File: config.mk
export PLATFORM = sky130hd
export DESIGN_NAME = uart_rx_frame
export DESIGN_NICKNAME = d
export VERILOG_FILES = /design/src/rtl/uart_rx_frame.sv
export SDC_FILE = /design/constraint.sdc
export NUM_CORES = 1
export LEC_CHECK = 0
export ABC_AREA = 1
export CORE_ASPECT_RATIO = 0.6
export CORE_UTILIZATION = 45
export CTS_CLUSTER_DIAMETER = 200
export DETAILED_ROUTE_END_ITERATION = 6
export GPL_ROUTABILITY_DRIVEN = 0
export PLACE_DENSITY = 0.66
export SKIP_LAST_GASP = 1
export SYNTH_ARGS = -nofsm -noshare
export SYNTH_HDL_FRONTEND = slang
export SYNTH_SLANG_ARGS = --single-unit
File: constraint.sdc
create_clock -name clk -period 3.4 [get_ports clk]
set_clock_uncertainty 0.1 [all_clocks]
set_input_delay 0.51 -clock clk [delete_from_list [all_inputs] [get_ports clk]]
set_output_delay 0.51 -clock clk [all_outputs]
set_load 0.01 [all_outputs]
File: src/rtl/uart_rx_frame.sv
// rtl/uart_rx_frame.sv - UART receive frame engine (optional 2-of-3 sampling: UART_RX_MAJORITY_VOTE_EN)
module uart_rx_frame #(
  parameter int unsigned data_size = 8,
  parameter logic        EVEN      = 1'b0,
  parameter logic        ODD       = 1'b1
) (
  input  logic                 clk,
  input  logic                 rst,
  input  logic                 rx_in,
  input  logic [5:0]           prescale,
  input  logic                 par_en,
  input  logic                 par_type,
  output logic [data_size-1:0] p_data,
  output logic                 data_valid,
  output logic                 par_err,
  output logic                 stp_err,
  output logic                 busy
);

  localparam int unsigned BW = (data_size > 1) ? $clog2(data_size) : 1;

  typedef enum logic [2:0] {IDLE, START, DATA, PARITY, STOP} state_t;

  state_t               state_q, state_d;
  logic [5:0]           edge_cnt_q, edge_cnt_d;
  logic [BW-1:0]        bit_cnt_q, bit_cnt_d;
  logic [5:0]           pre_q, pre_d;
  logic                 par_en_q, par_en_d;
  logic                 par_type_q, par_type_d;
  logic [data_size-1:0] shift_q, shift_d;
  logic [data_size-1:0] p_data_q, p_data_d;
  logic                 perr_q, perr_d;
  logic                 data_valid_q, data_valid_d;
  logic                 par_err_q, par_err_d;
  logic                 stp_err_q, stp_err_d;
`ifdef UART_RX_MAJORITY_VOTE_EN
  logic                 vote0_q, vote0_d;
  logic                 vote1_q, vote1_d;
`endif

  logic [5:0] half_edge, res_edge, last_edge;
  logic       bit_val, at_res, at_last, exp_par, prescale_ok;

  // Bit resolution point and resolved line value for the current bit
  always_comb begin
    half_edge   = pre_q >> 1;
    last_edge   = pre_q - 6'd1;
`ifdef UART_RX_MAJORITY_VOTE_EN
    res_edge    = half_edge + 6'd1;
    bit_val     = (vote0_q & vote1_q) | (vote0_q & rx_in) | (vote1_q & rx_in);
`else
    res_edge    = half_edge;
    bit_val     = rx_in;
`endif
    at_res      = (edge_cnt_q == res_edge);
    at_last     = (edge_cnt_q == last_edge);
    exp_par     = (par_type_q == ODD) ? ~(^shift_q) : ^shift_q;
    prescale_ok = (prescale == 6'd8) || (prescale == 6'd16) || (prescale == 6'd32);
  end

  // Frame sequencing: next-state, counters, shifting and result pulses
  always_comb begin
    state_d      = state_q;
    edge_cnt_d   = at_last ? 6'd0 : edge_cnt_q + 6'd1;
    bit_cnt_d    = bit_cnt_q;
    pre_d        = pre_q;
    par_en_d     = par_en_q;
    par_type_d   = par_type_q;
    shift_d      = shift_q;
    p_data_d     = p_data_q;
    perr_d       = perr_q;
    data_valid_d = 1'b0;
    par_err_d    = 1'b0;
    stp_err_d    = 1'b0;
`ifdef UART_RX_MAJORITY_VOTE_EN
    vote0_d      = vote0_q;
    vote1_d      = vote1_q;
    if (state_q != IDLE && edge_cnt_q == half_edge - 6'd1) vote0_d = rx_in;
    if (state_q != IDLE && edge_cnt_q == half_edge)        vote1_d = rx_in;
`endif
    case (state_q)
      IDLE: begin
        edge_cnt_d = 6'd0;
        if (!rx_in) begin
          // This cycle is edge 0 of the start bit; lock the frame format now
          state_d    = START;
          edge_cnt_d = 6'd1;
          bit_cnt_d  = '0;
          perr_d     = 1'b0;
          pre_d      = prescale_ok ? prescale : 6'd8;
          par_en_d   = par_en;
          par_type_d = (par_type == ODD) ? ODD : EVEN;
        end
      end
      START: begin
        if (at_res && bit_val) begin
          state_d    = IDLE;
          edge_cnt_d = 6'd0;
        end else if (at_last) begin
          state_d = DATA;
        end
      end
      DATA: begin
        if (at_res) shift_d = {bit_val, shift_q[data_size-1:1]};
        if (at_last) begin
          if (bit_cnt_q == BW'(data_size - 1)) begin
            bit_cnt_d = '0;
            state_d   = par_en_q ? PARITY : STOP;
          end else begin
            bit_cnt_d = bit_cnt_q + BW'(1);
          end
        end
      end
      PARITY: begin
        if (at_res)  perr_d  = (bit_val != exp_par);
        if (at_last) state_d = STOP;
      end
      STOP: begin
        if (at_res) begin
          // Leave at mid-stop so an immediately following start bit is seen
          data_valid_d = !perr_q && bit_val;
          par_err_d    = perr_q;
          stp_err_d    = !bit_val;
          if (!perr_q && bit_val) p_data_d = shift_q;
          state_d      = IDLE;
          edge_cnt_d   = 6'd0;
        end
      end
      default: begin
        state_d    = IDLE;
        edge_cnt_d = 6'd0;
      end
    endcase
  end

  // State and registered outputs; reset discards any partial frame
  always_ff @(posedge clk) begin
    if (rst) begin
      state_q      <= IDLE;
      edge_cnt_q   <= 6'd0;
      bit_cnt_q    <= '0;
      pre_q        <= 6'd8;
      par_en_q     <= 1'b0;
      par_type_q   <= EVEN;
      shift_q      <= '0;
      p_data_q     <= '0;
      perr_q       <= 1'b0;
      data_valid_q <= 1'b0;
      par_err_q    <= 1'b0;
      stp_err_q    <= 1'b0;
`ifdef UART_RX_MAJORITY_VOTE_EN
      vote0_q      <= 1'b1;
      vote1_q      <= 1'b1;
`endif
    end else begin
      state_q      <= state_d;
      edge_cnt_q   <= edge_cnt_d;
      bit_cnt_q    <= bit_cnt_d;
      pre_q        <= pre_d;
      par_en_q     <= par_en_d;
      par_type_q   <= par_type_d;
      shift_q      <= shift_d;
      p_data_q     <= p_data_d;
      perr_q       <= perr_d;
      data_valid_q <= data_valid_d;
      par_err_q    <= par_err_d;
      stp_err_q    <= stp_err_d;
`ifdef UART_RX_MAJORITY_VOTE_EN
      vote0_q      <= vote0_d;
      vote1_q      <= vote1_d;
`endif
    end
  end

  assign p_data     = p_data_q;
  assign data_valid = data_valid_q;
  assign par_err    = par_err_q;
  assign stp_err    = stp_err_q;
  assign busy       = (state_q != IDLE);

endmodule

==> results of run 1 <==
==> synth_stat cells, drive strengths merged <==
cell type | instances | area (um2)
nand2 | 56 | 215
nor2 | 47 | 189
dfxtp | 40 | 801
inv | 37 | 139
a21oi | 26 | 138
nand3 | 18 | 95.1
o21ai | 13 | 72.6
a211oi | 7 | 57.6
nor3 | 7 | 51.3
xnor2 | 7 | 61.3
buf | 5 | 52.6
xor2 | 5 | 43.8
ha | 4 | 50.1
nand3b | 4 | 30.0
nand4 | 4 | 31.3
clkbuf | 3 | 21.3
o211ai | 3 | 22.5
or2 | 2 | 12.5
==> final cells by class <==
type,instances,area (um2),area share
Inverter,37,139,0.0569
Timing Repair Buffer,23,228,0.0933
Tap cell,60,75.1,0.0308
Multi-Input combinational cell,203,1070,0.438
Clock inverter,2,60.1,0.0246
Sequential cell,40,801,0.328
Clock buffer,5,68.8,0.0282
==> where the power goes <==
group | switching (mW) | internal [mW] | leakage (nW)
sequential | 0.0616 | 0.525 | 0.324
combinational | 0.281 | 0.171 | 0.604
clock | 0.164 | 0.289 | 0.0642
total | 0.507 | 0.985 | 0.992
==> cells by family (layout without fill, tap and decap cells) <==
| family | after synthesis | in the layout | share of synthesized area |
|---|---|---|---|
| AO/OA/AOI/OAI | 49 | 49 | 0.139 |
| XOR/XNOR | 12 | 12 | 0.0505 |
| adder cells (fa/ha/maj) | 4 | 4 | 0.0240 |
| buffers and inverters | 45 | 67 | 0.102 |
| flip-flops | 40 | 40 | 0.384 |
| AND/OR/NAND/NOR | 138 | 138 | 0.300 |
==> through the flow <==
stage,hold WS [ns],cell area (um2)
floorplan,0.359,2080
global placement,0.375,2310
detailed placement,0.386,2310
CTS,0.403,2440
global route,0.418,2440
finish,0.400,2440
==> state kept, by name, indices dropped and copies added (netlist names) <==
| name | cells |
|---|---|
| p_data | 8 |
| shift_q | 8 |
| edge_cnt_q | 6 |
| pre_q | 6 |
| bit_cnt_q | 3 |
| state_q | 3 |
| data_valid | 1 |
| par_en_q | 1 |
| par_err | 1 |
| par_type_q | 1 |
| perr_q | 1 |
| stp_err | 1 |
==> metal layers <==
metal  track usage  vias up  share of wire
met5             0        -              0
met4        0.0792        0          0.011
met3        0.0500        6          0.087
met2         0.233       74           0.33
met1         0.299      771           0.57
li1              -      968              -
==> worst min-delay path: stages (launching register included) <==
cell     delay (ns)
dfxtp_1        0.33
nand2_1        0.07
a21oi_1        0.06
==> worst min path at each step <==
stage,start,endpoint,slack (ns),depth (start not counted)
6_report,edge_cnt_q[5],edge_cnt_q[5],0.40,2
5_1_grt,bit_cnt_q[1],bit_cnt_q[1],0.42,2
4_1_cts,edge_cnt_q[5],edge_cnt_q[5],0.40,2
3_5_place_dp,bit_cnt_q[1],bit_cnt_q[1],0.39,2
3_3_place_gp,bit_cnt_q[1],bit_cnt_q[1],0.37,2
2_1_floorplan,bit_cnt_q[1],bit_cnt_q[1],0.36,2
==> impl_metrics.json, run 1 <==
{
  "cts_root_buffer": "clkbuf_8",
  "hold_violations": 0,
  "ys_seq_area_frac": 0.384,
  "relSlewSlack": 0.593,
  "power_density_nw_per_um2": 611,
  "antenna_found_initial": 0,
  "cp-start-kind": "flip-flop",
  "final_common_cell": "nand2_1",
  "setup_viol": 0,
  "fin_cells": 370,
  "fmax_mhz": 447,
  "area_delta_synth_final_pct": 17.2,
  "clk_latency_ns": 0.29,
  "cp_cell_sequence": "nor2_1 > inv_1 > nor2_1 > inv_1 > clkdlybuf4s50_1",
  "cap_violations": 0,
  "rr_endpoint": "p_data[0]",
  "r2r_setup_slack_ns": 1.30,
  "final_cell_mix": "54 x nand2_1, 44 x nor2_1, 40 x dfxtp_1",
  "grt_usage": 0.191,
  "timing.final.ws_setup_ns": 1.16,
  "max-vdd-ir-drop_uv": 303,
  "final_layout_size_suffix_gt1_frac": 0.0935,
  "hpwl_um": 3180,
  "wl_um": 4340,
  "startpoint": "state_q[2]",
  "period_share": 0.659,
  "hold_class": "reg -> reg",
  "hold_buffers": 0,
  "critPathSlowestCell": "clkdlybuf4s50_1",
  "required_ns": 2.79,
  "synth-seq-cells": 40,
  "final_util": 0.570,
  "place_inst": 363,
  "crit_family": "buffers and inverters",
  "dp_slack_ns": 1.01,
  "syn_inst": 288,
  "critical_path_arrival_ns": 1.63,
  "r2r_start": "edge_cnt_q[4]",
  "r2r.worst_path.cells": 9,
  "synth_nets": 303,
  "period_needed_ns": 2.24,
  "max_stage_delay_ns": 0.55,
  "drc": 0,
  "via_per_inst": 4.92,
  "portBuffers": 22,
  "nFillCells": 382,
  "htree_levels": 2,
  "std_cell_rows": 18,
  "drt-pass1-iter-count": 5,
  "cp.depth": 5,
  "cp_max_fo": 5,
  "antenna_cells": 0,
  "cts_resized": 0,
  "antenna_left": 0,
  "yosysUniqueCellTypes": 32,
  "grt_pass1_wl_um": 7120,
  "crit_end": "busy",
  "clk_pin_slew_ns": 0.08,
  "path_buf_inv": 3,
  "cts_buffers": 5,
  "nets": 325,
  "crit_type": "reg -> out",
  "rsz0062_at_grt": "no",
  "dieArea_um2": 4910,
  "start_util": 0.487,
  "postCtsSetupRepairBufs": 0,
  "io-pin-count": 23,
  "core_area_um2": 4280,
  "netlist_area_um2": 2080,
  "total_power_mw": 1.49,
  "slew_viol_final": 0,
  "worst_slew_pin_slew_ns": 0.609,
  "yosys_warnings": 0,
  "dr.first_iter.drc_count": 154,
  "postSynthAreaPerCell_um2": 7.23,
  "vias": 1819,
  "cts_tree": "yes",
  "grt_max_degree": 19,
  "wire_per_inst_um": 11.7,
  "die_x_um": 89.8,
  "grt_pass1_vias": 1466,
  "grt-ovfl-total": 0,
  "status": "finished, final reports clean",
  "cts.sinks": 40,
  "leakage_nw": 0.992,
  "cts.path.max_buffers": 2,
  "critPathCaptureType": "primary output",
  "fin_setup_tns_ns": 0,
  "die_y_um": 54.7
}
(Power assumes the default switching activity.)
==> run 2: changes to the inputs <==
==> constraint.sdc (replaced) <==
create_clock -name clk -period 2.2 [get_ports clk]
set_clock_uncertainty 0.1 [all_clocks]
set_input_delay 0.33 -clock clk [delete_from_list [all_inputs] [get_ports clk]]
set_output_delay 0.33 -clock clk [all_outputs]
set_load 0.01 [all_outputs]
==> run 2 against run 1 <==
Core utilization up 0.47 points. Total power up 50%. Worst setup slack worse by 1.1 ns. Final cell count up 1.6%. Hold slack worse by 0.0020 ns. Sequential cell count unchanged. Count of clock-buffer cells in the layout unchanged. Via count down 0.44%. Wire length up 1.9%. Clock power up 31%. Sequential share of layout area down 0.27 points. Largest power group unchanged.
==> impl_metrics.json, run 2 (synthesis gave the netlist of run 1 again) <==
{
  "cp_max_fo": 5,
  "holdPathStages": 2,
  "crit_family": "buffers and inverters",
  "die_x_um": 89.8,
  "fin_setup_tns_ns": 0,
  "critical_path_arrival_ns": 1.67,
  "fmax_mhz": 476,
  "rsz0062_at_grt": "no",
  "antenna_found_initial": 0,
  "rr_endpoint": "state_q[0]",
  "path_buf_inv": 3,
  "grt_pass1_vias": 1544,
  "wire_per_inst_um": 11.8,
  "power_density_nw_per_um2": 909,
  "core_area_um2": 4280,
  "whs_ns": 0.398,
  "vias": 1811,
  "dieArea_um2": 4910,
  "antenna_left": 0,
  "period_share": 0.955,
  "leakage_nw": 1.01,
  "dp_slack_ns": 0.258,
  "place_area_um2": 2350,
  "hold_buffers": 0,
  "via_per_inst": 4.82,
  "grt-ovfl-total": 0,
  "multi_input_area_um2": 1070,
  "wl_um": 4420,
  "fin_cells": 376,
  "worst_slew_pin_slew_ns": 0.522,
  "grt_max_degree": 18,
  "clk_pin_slew_ns": 0.08,
  "slew_viol_final": 0,
  "die_y_um": 54.7,
  "crit_type": "reg -> out",
  "cts_tree": "yes",
  "required_ns": 1.77,
  "hold_violations": 0,
  "grt_pass1_wl_um": 7360,
  "htree_levels": 2,
  "final_util": 0.575,
  "timing.final.ws_setup_ns": 0.0997,
  "cap_violations": 0,
  "stdcell_area_um2": 2460,
  "nets": 330,
  "cts_resized": 0,
  "antenna_cells": 0,
  "critPathCaptureType": "primary output",
  "cts.sinks": 40,
  "grt_usage": 0.198,
  "cts_buffers": 5,
  "seq_area_um2": 801,
  "portBuffers": 22,
  "area_delta_synth_final_pct": 18.1,
  "drc": 0,
  "hold_end": "p_data[3]",
  "max_stage_delay_ns": 0.55,
  "cts_root_buffer": "clkbuf_8",
  "nFillCells": 427,
  "final_common_cell": "nand2_1",
  "period_needed_ns": 2.10,
  "cts.path.max_buffers": 2,
  "max-vdd-ir-drop_uv": 363,
  "hold_class": "reg -> reg",
  "worstHoldStart": "shift_q[3]",
  "relSlewSlack": 0.652,
  "r2r.worst_path.cells": 10,
  "total_power_mw": 2.24,
  "hpwl_um": 3320,
  "drt-pass1-iter-count": 4,
  "postCtsSetupRepairBufs": 0,
  "final_cell_mix": "54 x nand2_1, 44 x nor2_1, 40 x dfxtp_1",
  "final_layout_size_suffix_gt1_frac": 0.111,
  "std_cell_rows": 18,
  "place_inst": 368,
  "io-pin-count": 23,
  "start_util": 0.487,
  "r2r_start": "pre_q[0]",
  "cp-start-kind": "flip-flop",
  "cp_cell_sequence": "nor2_1 > inv_1 > nor2_1 > inv_1 > clkdlybuf4s50_1",
  "clk_latency_ns": 0.29,
  "setup_viol": 0,
  "r2r_setup_slack_ns": 0.23,
  "status": "finished, final reports clean",
  "dr.first_iter.drc_count": 101,
  "critPathSlowestCell": "clkdlybuf4s50_1"
}
## run 2: cell types whose count changed in the layout (fill, tap and decap cells not counted)
| cell | before | now |
|---|---|---|
| buf_4 | 1 | 6 |
| clkinv_2 | 0 | 1 |
| clkinvlp_4 | 0 | 1 |
| bufinv_16 | 2 | 1 |
## run 2: cell type report
cell class                      count  share of cell area
Multi-Input combinational cell    203               0.435
Sequential cell                    40               0.325
Timing Repair Buffer               28               0.108
Inverter                           37              0.0564
Tap cell                           60              0.0305
Clock buffer                        5              0.0280
Clock inverter                      3              0.0173
## run 2: how the worst max path moves through the flow
stage / from / to / cells past startpoint
2_1_floorplan: pre_q[0] / state_q[1] / 11
6_report: state_q[2] / busy / 5
5_1_grt: pre_q[0] / state_q[1] / 13
3_5_place_dp: rx_in / p_data[3] / 6
4_1_cts: state_q[2] / busy / 5
3_3_place_gp: pre_q[0] / state_q[1] / 11
## run 2: per-layer routing
| layer | global-route usage | wire [um] |
|---|---|---|
| met1 | 0.288 | 2500 |
| met2 | 0.272 | 1560 |
| met3 | 0.0653 | 338 |
| met4 | 0.0574 | 19 |
| met5 | 0 | 0 |
## run 2: worst register-to-register path: cells and delay by family (launching register included)
family | cells | cell delay [ns]
buffers and inverters | 1 | 0.12
AOI/OAI and AO/OA | 1 | 0.15
DFF | 1 | 0.37
adders and majority gates | 1 | 0.32
and+or+nand+nor | 6 | 0.71
xor gates and xnor gates | 1 | 0.12
## run 2: where the power goes
part | switching (mW) | internal [mW] | total (mW)
logic | 0.451 | 0.282 | 0.733
registers | 0.100 | 0.811 | 0.911
clock network | 0.258 | 0.336 | 0.593
total | 0.809 | 1.43 | 2.24
==> run 3: changes to the inputs <==
==> constraint.sdc (replaced) <==
create_clock -name clk -period 2.6 [get_ports clk]
set_clock_uncertainty 0.1 [all_clocks]
set_input_delay 0.39 -clock clk [delete_from_list [all_inputs] [get_ports clk]]
set_output_delay 0.39 -clock clk [all_outputs]
set_load 0.01 [all_outputs]
==> run 3 against run 2 <==
Worst setup slack better by 0.38 ns. Hold slack worse by 0.00077 ns. Largest power group unchanged. Final area unchanged. Critical endpoint unchanged. Largest cell class unchanged. Final cell count unchanged.
==> impl_metrics.json, run 3 (synthesis gave the netlist of run 1 again) <==
{
  "leakage_nw": 1.01,
  "holdPathStages": 2,
  "hold_class": "reg -> reg",
  "met3_usage": 0.0431,
  "grtUsageMet1": 0.300,
  "die_y_um": 54.7,
  "dr.first_iter.drc_count": 125,
  "power_density_nw_per_um2": 763,
  "crit_type": "reg -> out",
  "r2r.worst_path.cells": 9,
  "rsz0062_at_grt": "no",
  "grt_pass1_vias": 1576,
  "start_util": 0.487,
  "cts.path.max_buffers": 2,
  "status": "finished, final reports clean",
  "p_sw_mw": 0.675,
  "nFillCells": 416,
  "dp_slack_ns": 0.457,
  "cts_resized": 0,
  "max-vdd-ir-drop_uv": 306,
  "die_x_um": 89.8,
  "r2r_start": "edge_cnt_q[0]",
  "timing.final.ws_setup_ns": 0.484,
  "via_per_inst": 4.91,
  "place_inst": 368,
  "portBuffers": 22,
  "critical_path_arrival_ns": 1.63,
  "cts_buffers": 5,
  "vias": 1848,
  "htree_levels": 2,
  "cts_root_buffer": "clkbuf_8",
  "nets": 330,
  "worst_slew_pin_slew_ns": 0.607,
  "rr_endpoint": "p_data[0]",
  "hpwl_um": 3450,
  "cts.sinks": 40,
  "fin_cells": 376,
  "hold_violations": 0,
  "place_area_um2": 2350,
  "stdcell_area_um2": 2460,
  "grt_usage": 0.194,
  "clkPwrFrac": 0.267,
  "wire_per_inst_um": 11.9,
  "grt-ovfl-total": 0,
  "seq_area_um2": 801,
  "clk_latency_ns": 0.29,
  "worstHoldStart": "edge_cnt_q[5]",
  "fmax_mhz": 473,
  "setup_viol": 0,
  "r2r_setup_slack_ns": 0.52,
  "final_layout_size_suffix_gt1_frac": 0.111,
  "drt-pass1-iter-count": 5,
  "critPathCaptureType": "primary output",
  "p_comb_frac": 0.324,
  "postCtsSetupRepairBufs": 0,
  "required_ns": 2.11,
  "antenna_left": 0,
  "relSlewSlack": 0.594,
  "final_common_cell": "nand2_1",
  "grt_pass1_wl_um": 7380,
  "grt_util_met2": 0.262,
  "cap_violations": 0,
  "busiest_layer": "met1",
  "core_area_um2": 4280,
  "grt_max_degree": 18,
  "period_share": 0.814,
  "multi_input_area_um2": 1070,
  "area_delta_synth_final_pct": 18.1,
  "std_cell_rows": 18,
  "io-pin-count": 23,
  "fin_setup_tns_ns": 0,
  "antenna_found_initial": 0,
  "hold_buffers": 0,
  "drc": 0,
  "slew_viol_final": 0,
  "final_cell_mix": "54 x nand2_1, 44 x nor2_1, 40 x dfxtp_1",
  "period_needed_ns": 2.12,
  "clk_pin_slew_ns": 0.08,
  "hold_end": "edge_cnt_q[5]",
  "intPower_mw": 1.20,
  "cp-start-kind": "flip-flop",
  "cts_tree": "yes",
  "antenna_cells": 0,
  "wl_um": 4470,
  "dieArea_um2": 4910,
  "p_seq_frac": 0.408,
  "cp_max_fo": 5,
  "sw_frac_of_total": 0.359
}
run 3: power groups by stage:
| stage | Sequential (mW) | Combinational [mW] | Clock (mW) |
|---|---|---|---|
| 2_1_floorplan | 0.752 | 0.468 | 0 |
| 3_3_place_gp | 0.778 | 0.595 | 0 |
| 3_5_place_dp | 0.780 | 0.599 | 0 |
| 4_1_cts | 0.766 | 0.604 | 0.514 |
| 5_1_grt | 0.778 | 0.681 | 0.540 |
| 6_report | 0.767 | 0.609 | 0.502 |
run 3: final cells by class:
class                           instances  share of cell area
Clock buffer                            5              0.0280
Inverter                               37              0.0564
Timing Repair Buffer                   28               0.108
Sequential cell                        40               0.325
Clock inverter                          3              0.0173
Multi-Input combinational cell        203               0.435
Tap cell                               60              0.0305
run 3: worst max-delay path by stage:
stage,start,to,slack (ns),depth (start not counted)
finish,state_q[2],busy,0.48,5
global route,edge_cnt_q[0],p_data[0],0.35,9
CTS,state_q[2],busy,0.50,5
detailed placement,rx_in,p_data[0],0.46,6
global placement,rx_in,p_data[0],0.52,6
floorplan,pre_q[0],state_q[1],0.91,11
run 3: metrics by stage:
step	hold WS (ns)	total power [mW]	utilization
CTS	0.400	1.88	0.575
floorplan	0.359	1.22	-
finish	0.397	1.88	0.575
global placement	0.388	1.37	0.549
detailed placement	0.391	1.38	0.549
global route	0.422	2.00	0.575
run 3: critical path: stages, from the launching register on:
cell and delay, ns:
dfxtp_1 0.42, nor2_1 0.06, inv_1 0.10, nor2_1 0.06, inv_1 0.14, clkdlybuf4s50_1 0.55
run 3: metal layers:
layer | vias up | wire [um]
met4 | 0 | 23
li1 | 986 | -
met5 | - | 0
met2 | 63 | 1570
met1 | 795 | 2540
met3 | 4 | 334
